===== config.mk =====
export PLATFORM = sky130hd
export DESIGN_NAME = multiply_8bits
export DESIGN_NICKNAME = d
export VERILOG_FILES = /design/src/rtl/multiply_8bits_pkg.sv /design/src/rtl/mult_full_adder.sv /design/src/rtl/multiply_8bits.sv
export SDC_FILE = /design/constraint.sdc
export NUM_CORES = 1
export LEC_CHECK = 0
export ABC_AREA = 0
export BUFFER_PORTS_ARGS = -buffer_cell sky130_fd_sc_hd__buf_2
export CAP_MARGIN = 0
export CORE_MARGIN = 1.5
export CORE_UTILIZATION = 44
export CTS_BUF_LIST = sky130_fd_sc_hd__clkbuf_4 sky130_fd_sc_hd__clkbuf_8 sky130_fd_sc_hd__clkbuf_16
export CTS_CLUSTER_SIZE = 14
export DETAILED_ROUTE_END_ITERATION = 7
export PLACE_DENSITY_LB_ADDON = 0.15
export SYNTH_ARGS = -nofsm -noshare
export SYNTH_HDL_FRONTEND = slang
export SYNTH_SLANG_ARGS = --single-unit

===== constraint.sdc =====
create_clock -name clk -period 0.8 [get_ports clk]
set_input_delay 0.12 -clock clk [delete_from_list [all_inputs] [get_ports clk]]
set_output_delay 0.12 -clock clk [all_outputs]
set_load 0.05 [all_outputs]

===== src/rtl/multiply_8bits_pkg.sv =====
// rtl/multiply_8bits_pkg.sv - shared constants and types for the 4x4 array multiplier
// Purpose: operand/product widths, their typedefs, and the row index after
//          which the optional pipeline register is placed.
// Ports:   none (package).
package multiply_8bits_pkg;

   localparam int MULT_IN_W  = 4;
   localparam int MULT_OUT_W = 8;

   typedef logic [MULT_IN_W-1:0]  mult_opnd_t;
   typedef logic [MULT_OUT_W-1:0] mult_prod_t;

   // Rows are numbered 1..in_w-1; integer in_w/2 equals ceil((in_w-1)/2).
   function automatic int mult_pipe_row(input int in_w);
      return in_w / 2;
   endfunction

endpackage


===== src/rtl/mult_full_adder.sv =====
// rtl/mult_full_adder.sv - one-bit combinational full adder cell of the multiplier array
// Purpose: sum/carry of three input bits.
// Ports:   a, b, cin - addend bits; sum - a^b^cin; cout - carry out.
module mult_full_adder (
   input  logic a,
   input  logic b,
   input  logic cin,
   output logic sum,
   output logic cout
);

   always_comb begin
      sum  = a ^ b ^ cin;
      cout = (a & b) | (cin & (a ^ b));
   end

endmodule


===== src/rtl/multiply_8bits.sv =====
// rtl/multiply_8bits.sv - clocked unsigned IN_W x IN_W ripple-array multiplier
// Purpose: product = inp1 * inp2, loaded into a register when in_valid is high.
//          Optional macro MULTIPLY_8BITS_PIPE_EN inserts a register stage
//          after array row IN_W/2 (latency 2 instead of 1); that build
//          assumes IN_W >= 3.
// Ports:   product   - registered unsigned product (OUT_W = 2*IN_W bits)
//          inp1/inp2 - unsigned operands, sampled on the rising edge
//          clk       - rising-edge clock
//          rst_n     - asynchronous active-low reset, clears all registers
//          in_valid  - operands valid this cycle
//          out_valid - product holds the result issued LAT cycles earlier
module multiply_8bits
   import multiply_8bits_pkg::*;
#(
   parameter int IN_W  = MULT_IN_W,
   parameter int OUT_W = MULT_OUT_W
) (
   output logic [OUT_W-1:0] product,
   input  logic [IN_W-1:0]  inp1,
   input  logic [IN_W-1:0]  inp2,
   input  logic             clk,
   input  logic             rst_n,
   input  logic             in_valid,
   output logic             out_valid
);

   localparam int PIPE_ROW = mult_pipe_row(IN_W);

   logic [IN_W-1:0][IN_W-1:0] pp_d;      // pp_d[i][j] = inp1[j] & inp2[i]
   logic [IN_W-1:0]           row_lsb;   // bit r of the product, produced by row r
   logic [IN_W-1:0]           lo_bits;
   logic [OUT_W-1:0]          prod_full;
   logic [OUT_W-1:0]          product_d, product_q;
   logic                      out_valid_d, out_valid_q;
   logic                      res_valid;

`ifdef MULTIPLY_8BITS_PIPE_EN
   logic [IN_W-1:0]                     stg_s_d, stg_s_q;
   logic                                stg_c_d, stg_c_q;
   logic [PIPE_ROW:0]                   stg_lo_d, stg_lo_q;
   logic [IN_W-1:PIPE_ROW+1][IN_W-1:0]  stg_pp_d, stg_pp_q;
   logic                                stg_v_d, stg_v_q;
`endif

   always_comb begin
      pp_d = '0;
      for (int i = 0; i < IN_W; i++) begin
         for (int j = 0; j < IN_W; j++) begin
            pp_d[i][j] = inp1[j] & inp2[i];
         end
      end
   end

   assign row_lsb[0] = pp_d[0][0];

   // Each row adds its partial products to the previous row's sum shifted
   // right by one; the shifted-out LSB is a finished product bit and the
   // row's carry out becomes the new top bit.
   for (genvar r = 1; r < IN_W; r++) begin : g_row
      logic [IN_W-1:0] ps;
      logic            pc;
      logic [IN_W-1:0] pa;
      logic [IN_W-1:0] s;
      logic            c;

      if (r == 1) begin : g_src_first
         assign ps = pp_d[0];
         assign pc = 1'b0;
      end
`ifdef MULTIPLY_8BITS_PIPE_EN
      else if (r == PIPE_ROW + 1) begin : g_src_stage
         assign ps = stg_s_q;
         assign pc = stg_c_q;
      end
`endif
      else begin : g_src_prev
         assign ps = g_row[r-1].s;
         assign pc = g_row[r-1].c;
      end

`ifdef MULTIPLY_8BITS_PIPE_EN
      if (r > PIPE_ROW) begin : g_pp_stage
         assign pa = stg_pp_q[r];
      end else begin : g_pp_live
         assign pa = pp_d[r];
      end
`else
      assign pa = pp_d[r];
`endif

      for (genvar j = 0; j < IN_W; j++) begin : g_col
         logic b, ci, co, so;

         if (j == 0) begin : g_ci_zero
            assign ci = 1'b0;
         end else begin : g_ci_chain
            assign ci = g_col[j-1].co;
         end

         if (j == IN_W - 1) begin : g_b_carry
            assign b = pc;
         end else begin : g_b_sum
            assign b = ps[j+1];
         end

         mult_full_adder u_fa (
            .a    (pa[j]),
            .b    (b),
            .cin  (ci),
            .sum  (so),
            .cout (co)
         );

         assign s[j] = so;
      end

      assign c          = g_col[IN_W-1].co;
      assign row_lsb[r] = s[0];
   end

`ifdef MULTIPLY_8BITS_PIPE_EN
   always_comb begin
      stg_v_d   = in_valid;
      stg_s_d   = g_row[PIPE_ROW].s;
      stg_c_d   = g_row[PIPE_ROW].c;
      stg_lo_d  = row_lsb[PIPE_ROW:0];
      stg_pp_d  = pp_d[IN_W-1:PIPE_ROW+1];
      res_valid = stg_v_q;
      lo_bits   = {row_lsb[IN_W-1:PIPE_ROW+1], stg_lo_q};
   end

   always_ff @(posedge clk or negedge rst_n) begin
      if (!rst_n) begin
         stg_v_q  <= 1'b0;
         stg_s_q  <= '0;
         stg_c_q  <= 1'b0;
         stg_lo_q <= '0;
         stg_pp_q <= '0;
      end else begin
         stg_v_q  <= stg_v_d;
         stg_s_q  <= stg_s_d;
         stg_c_q  <= stg_c_d;
         stg_lo_q <= stg_lo_d;
         stg_pp_q <= stg_pp_d;
      end
   end
`else
   always_comb begin
      res_valid = in_valid;
      lo_bits   = row_lsb;
   end
`endif

   always_comb begin
      prod_full   = {g_row[IN_W-1].c, g_row[IN_W-1].s[IN_W-1:1], lo_bits};
      product_d   = product_q;
      out_valid_d = res_valid;
      if (res_valid) begin
         product_d = prod_full;
      end
   end

   always_ff @(posedge clk or negedge rst_n) begin
      if (!rst_n) begin
         product_q   <= '0;
         out_valid_q <= 1'b0;
      end else begin
         product_q   <= product_d;
         out_valid_q <= out_valid_d;
      end
   end

   assign product   = product_q;
   assign out_valid = out_valid_q;

endmodule


## After elaboration in Yosys (flattened, before gate mapping)

Cells that the tools add are included.

| word-level totals | value |
|---|---|
| register bits after elaboration | 9 |
| output and inout port bits | 9 |
| logic and storage cells | 66 |

| cells by class | value |
|---|---|
| bitwise logic cells | 64 |

Operator list:

| kind | count |
|---|---|
| AND 1 bit | 36 |
| bitwise XOR 1 bit | 20 |
| bitwise OR 1 bit | 8 |

## Longest topological paths before layout

| logic depth | value |
|---|---|
| word-level depth | 16 |
| depth in mapped cells | 16 |

## By module

Synthesis repeated with hierarchy kept, for this count alone.

| second synthesis, totals | value |
|---|---|
| cell total of the unflattened synthesis | 48 |
| area, all modules | 693.2 µm² |

Modules (own cells, without submodules):

| module | instances | cells each | area each (µm²) | seq. area each (µm²) |
|---|---|---|---|---|
| multiply_8bits | 1 | 36 | 452.9 | 225.2 |
| mult_full_adder | 12 | 1 | 20.0 | 0.0 |

## Worst setup path after synthesis

OpenSTA, ideal clock, no wires.

| timing path | value |
|---|---|
| kind | in2reg |
| start | input inp1[0] |
| end | register product_q[6], in the netlist product[6] |
| library setup time | 0.125 ns |
| data arrival time | 3.457 ns |
| path slack | -2.782 ns |
| cell stages on the path | 14 |
| path through | and2_1 ha_1 inv_1 fa_1 fa_1 fa_1 fa_1 inv_1 fa_1 inv_1 fa_1 inv_1 fa_1 mux2_4 |

| on the way | value |
|---|---|
| cells in the longest elaborated chain, start to end | 15 |

RTL lines:

| what | RTL line | source |
|---|---|---|
| start, declared | multiply_8bits.sv:19 | `input logic [IN_W-1:0] inp1,` |
| AND 1 bit | multiply_8bits.sv:49 | `pp_d[i][j] = inp1[j] & inp2[i];` |
| AND 1 bit (2 in series) | mult_full_adder.sv:14 | `cout = (a & b) \| (cin & (a ^ b));` |
| bitwise OR 1 bit | mult_full_adder.sv:14 |  |
| AND 1 bit / bitwise XOR 1 bit (equally long branches) | mult_full_adder.sv:14, mult_full_adder.sv:13 |  |
| bitwise OR 1 bit / bitwise XOR 1 bit (equally long branches) | mult_full_adder.sv:14, mult_full_adder.sv:13 |  |
| bitwise XOR 1 bit / AND 1 bit (equally long branches) | mult_full_adder.sv:13, mult_full_adder.sv:14 |  |
| bitwise XOR 1 bit / bitwise OR 1 bit (equally long branches) | mult_full_adder.sv:13, mult_full_adder.sv:14 |  |
| bitwise XOR 1 bit / AND 1 bit (equally long branches) | mult_full_adder.sv:13, mult_full_adder.sv:14 |  |
| bitwise XOR 1 bit / bitwise OR 1 bit (equally long branches) | mult_full_adder.sv:14 |  |
| AND 1 bit / bitwise XOR 1 bit (equally long branches) | mult_full_adder.sv:14, mult_full_adder.sv:13 |  |
| bitwise OR 1 bit / bitwise XOR 1 bit (equally long branches) | mult_full_adder.sv:14 |  |
| AND 1 bit | mult_full_adder.sv:14 |  |
| bitwise OR 1 bit | mult_full_adder.sv:14 |  |
| bitwise XOR 1 bit (*) | mult_full_adder.sv:13 | `sum = a ^ b ^ cin;` |
| via g_row[3].g_col[3].so | multiply_8bits.sv:92 | `logic b, ci, co, so;` |
| end signal, assigned | multiply_8bits.sv:168 | `product_q <= product_d;` |
| end, declared | multiply_8bits.sv:33 | `logic [OUT_W-1:0] product_d, product_q;` |

The timed path passes the listed nets; every way through them passes the cells marked *.
A chain may end at the register's enable or synchronous reset.

## Worst setup path in the final report

Ends and elaborated chain as after synthesis.

==> summary.txt <==
Floorplan
  – Initial Utilization: 0.463
  – Core Region: 0.00147 mm²
  – Vert. Die Dim: 42.4 µm
  – Row count: 14
  – Die Width: 42.4 µm
  – Io pins: 20
  – Die area: ~0.0018 mm²

Yosys
  – Synth top area share: 0.330
  – Largest area contributor in the netlist: dfrtp_1
  – Top area cells in the synthesized netlist: dfrtp_1, fa_1, mux2_4, and2_1, ha_1
  – Register area share after synthesis: 0.330
  – Synth unique cells: 11
  – Syn nets: 82
  – Syn Inst Count: between 50 and 60
  – Synth Warn #: 0
  – Synthesized area: roughly 700 µm²
  – Average cell area after synthesis: ~12 µm²
  – Synthesis-stage register bit count: 9

Layout
  – Final instance area: roughly 0.0011 mm²
  – Most frequent cells in the layout: buf_4, buf_6, inv_2, nand2_1, dfrtp_1
  – Commonest non-fill, non-tap cell in the layout: buf_4
  – Share of cells above drive strength 1: 0.646
  – Synth-to-Final Area Change: 57.4%
  – # diodes: 0
  – Nets: 120
  – Final Non-Filler Cells: 112

Global route
  – Largest net degree at the start of global routing: 10
  – GR Util All Layers: 0.178
  – Vias in the first global route: approximately 500
  – Grt total ovfl: 0
  – First-pass GRT wire length: about 2200 µm
  – Antenna violations before repair: 0

Clocking
  – CTS root buf: clkbuf_4
  – Clock buffer count from CTS: 3
  – Clock Sinks: 9
  – Clock transition at the registers of the reported paths: 60 ps
  – Clk buf depth: 2
  – Clk_lat worst skew: 260 ps
  – H-tree Lvls: 1
  – CTS tree: built

STA
  – Final worst slack: -2530 ps
  – Fin. max-slew vios: 0
  – Unrepaired setup endpoints after global routing: true
  – Final-report setup violation count: 15
  – Relative slew slack: 0.828
  – Period utilization: 4.16
  – Max Clock Skew: 0 ps
  – Final hold viol count: 0
  – Post-layout min period: 3330 ps
  – Max Clk Rate: about 300 MHz
  – Least-Margin Pin Slew: 258 ps

Critical path
  – Crit path max-delay cell type: fa_1
  – Crit path cell chain: buf_6, and2_4, ha_4, inv_2, fa_2, fa_1, fa_2, fa_1, inv_2, fa_2, inv_2, fa_2, inv_2, fa_2, mux2_4
  – WP buf/inv: 5
  – WP depth: 15
  – CP arrival: around 3500 ps
  – Crit Path Max Fanout: 2
  – Family with the most delay on the worst path: adder cells
  – CP startpoint kind: primary input
  – CP required: roughly 940 ps
  – Crit. End Element: register
  – Worst stage delay on the critical path: about 500 ps
  – Most used cell, CP: fa_2
  – Crit Path Category: in -> reg
  – Reg2Reg Depth: 2

Place
  – Cells after DPL: 100
  – IO Port Bufs: 19
  – Post-DP HPWL: 916 µm
  – Dpl cell area: 871 µm²
  – Place WS: -2860 ps
  – GPL Wtd Cong: 0.725

Run status
  – Violated checks: setup timing
  – Status: finished, violations left

Power and ir drop
  – Power density over the cells: about 2000 mW/mm²
  – Leakage power total: about 0.00054 µW
  – Peak supply drop: around 0.0010 V

Detailed routing
  – Detail Route Antenna Nets: 0
  – Initial DRC count: 3
  – Post-route DRC: 0
  – Total Wirelength: approximately 1300 µm
  – Drt wl/cell: ~11 µm
  – Via density: around 4.4
  – Drt pass-1 iters: 3
  – DR vias: just under 500

Worst hold path
  – Hold path depth: 1
  – Hold Path Class: in -> reg

Flow run
  – Max-cap violations: 0
## final cells by class
class	count	area (µm²)
multi-input cells	36	452
well taps	16	20.0
repair buffers	34	295
flip-flops and latches	9	228
fillers	107	398
inverters	13	48.8
clock buffers	4	30.0
## repair_timing
item	CTS	global route
hold buffers	1	0
gates resized for setup	27	3
endpoints found under the setup margin	15	16
setup buffers	5	2
hold endpoints to repair	9	0
pin swaps	3	2
## routing by layer
metal / up-vias / global-route usage / wire (µm)
li1: 252 / - / -
met1: 233 / 0.219 / 560
met2: 11 / 0.280 / 656
met3: 0 / 0.0388 / 34
met4: 0 / 0.113 / 0
met5: - / 0 / 0
## final timing paths
check | startpoint | end | slack [ps]
worst max-delay path | inp1[0] | product[6] | -2530
worst min-delay path | in_valid | out_valid | 120
worst max register to register | product[6] | product[6] | -110
worst min register to register | product[1] | product[1] | 530
max in group asynchronous | rst_n | product[1] | 380
min in group asynchronous | rst_n | product[7] | 230
## cell families after synthesis
group | after synthesis | share of synthesized area
multiplexers | 7 | 0.147
adder cells (fa/ha/maj) | 12 | 0.308
AND/OR/NAND/NOR | 16 | 0.119
AO/OA/AOI/OAI | 1 | 0.00733
flip-flops | 9 | 0.330
buffers and inverters | 14 | 0.0881
## stage by stage
step	util	setup TNS, ps	power (µW)	hold slack (ps)
CTS	0.719	-12180	2160	118
global route	0.730	-12690	2300	110
finish	0.730	-12100	2170	123
detailed placement	0.592	-13180	1500	-24.1
global placement	0.592	-12970	1480	-26.3
floorplan	-	-11990	1270	-176
## sequential cells by signal, indices dropped and copies added (netlist names)
| name | cells |
|---|---|
| out_valid | 1 |
| product | 8 |
## synthesized netlist by cell type
master	instances
o21ai_0	1
mux2i_1	1
nand2_1	7
ha_1	4
fa_1	8
nand3_1	1
and2_1	8
buf_6	1
dfrtp_1	9
inv_1	13
mux2_4	6
## power breakdown
part	internal, µW	leakage [µW]	switching (µW)	total [µW]
sequential	557	0.000108	72.2	629
combinational	549	0.000415	615	1160
clock	226	0.0000184	152	378
total	1330	0.000542	839	2170
Power figures use the tool's default switching activity.
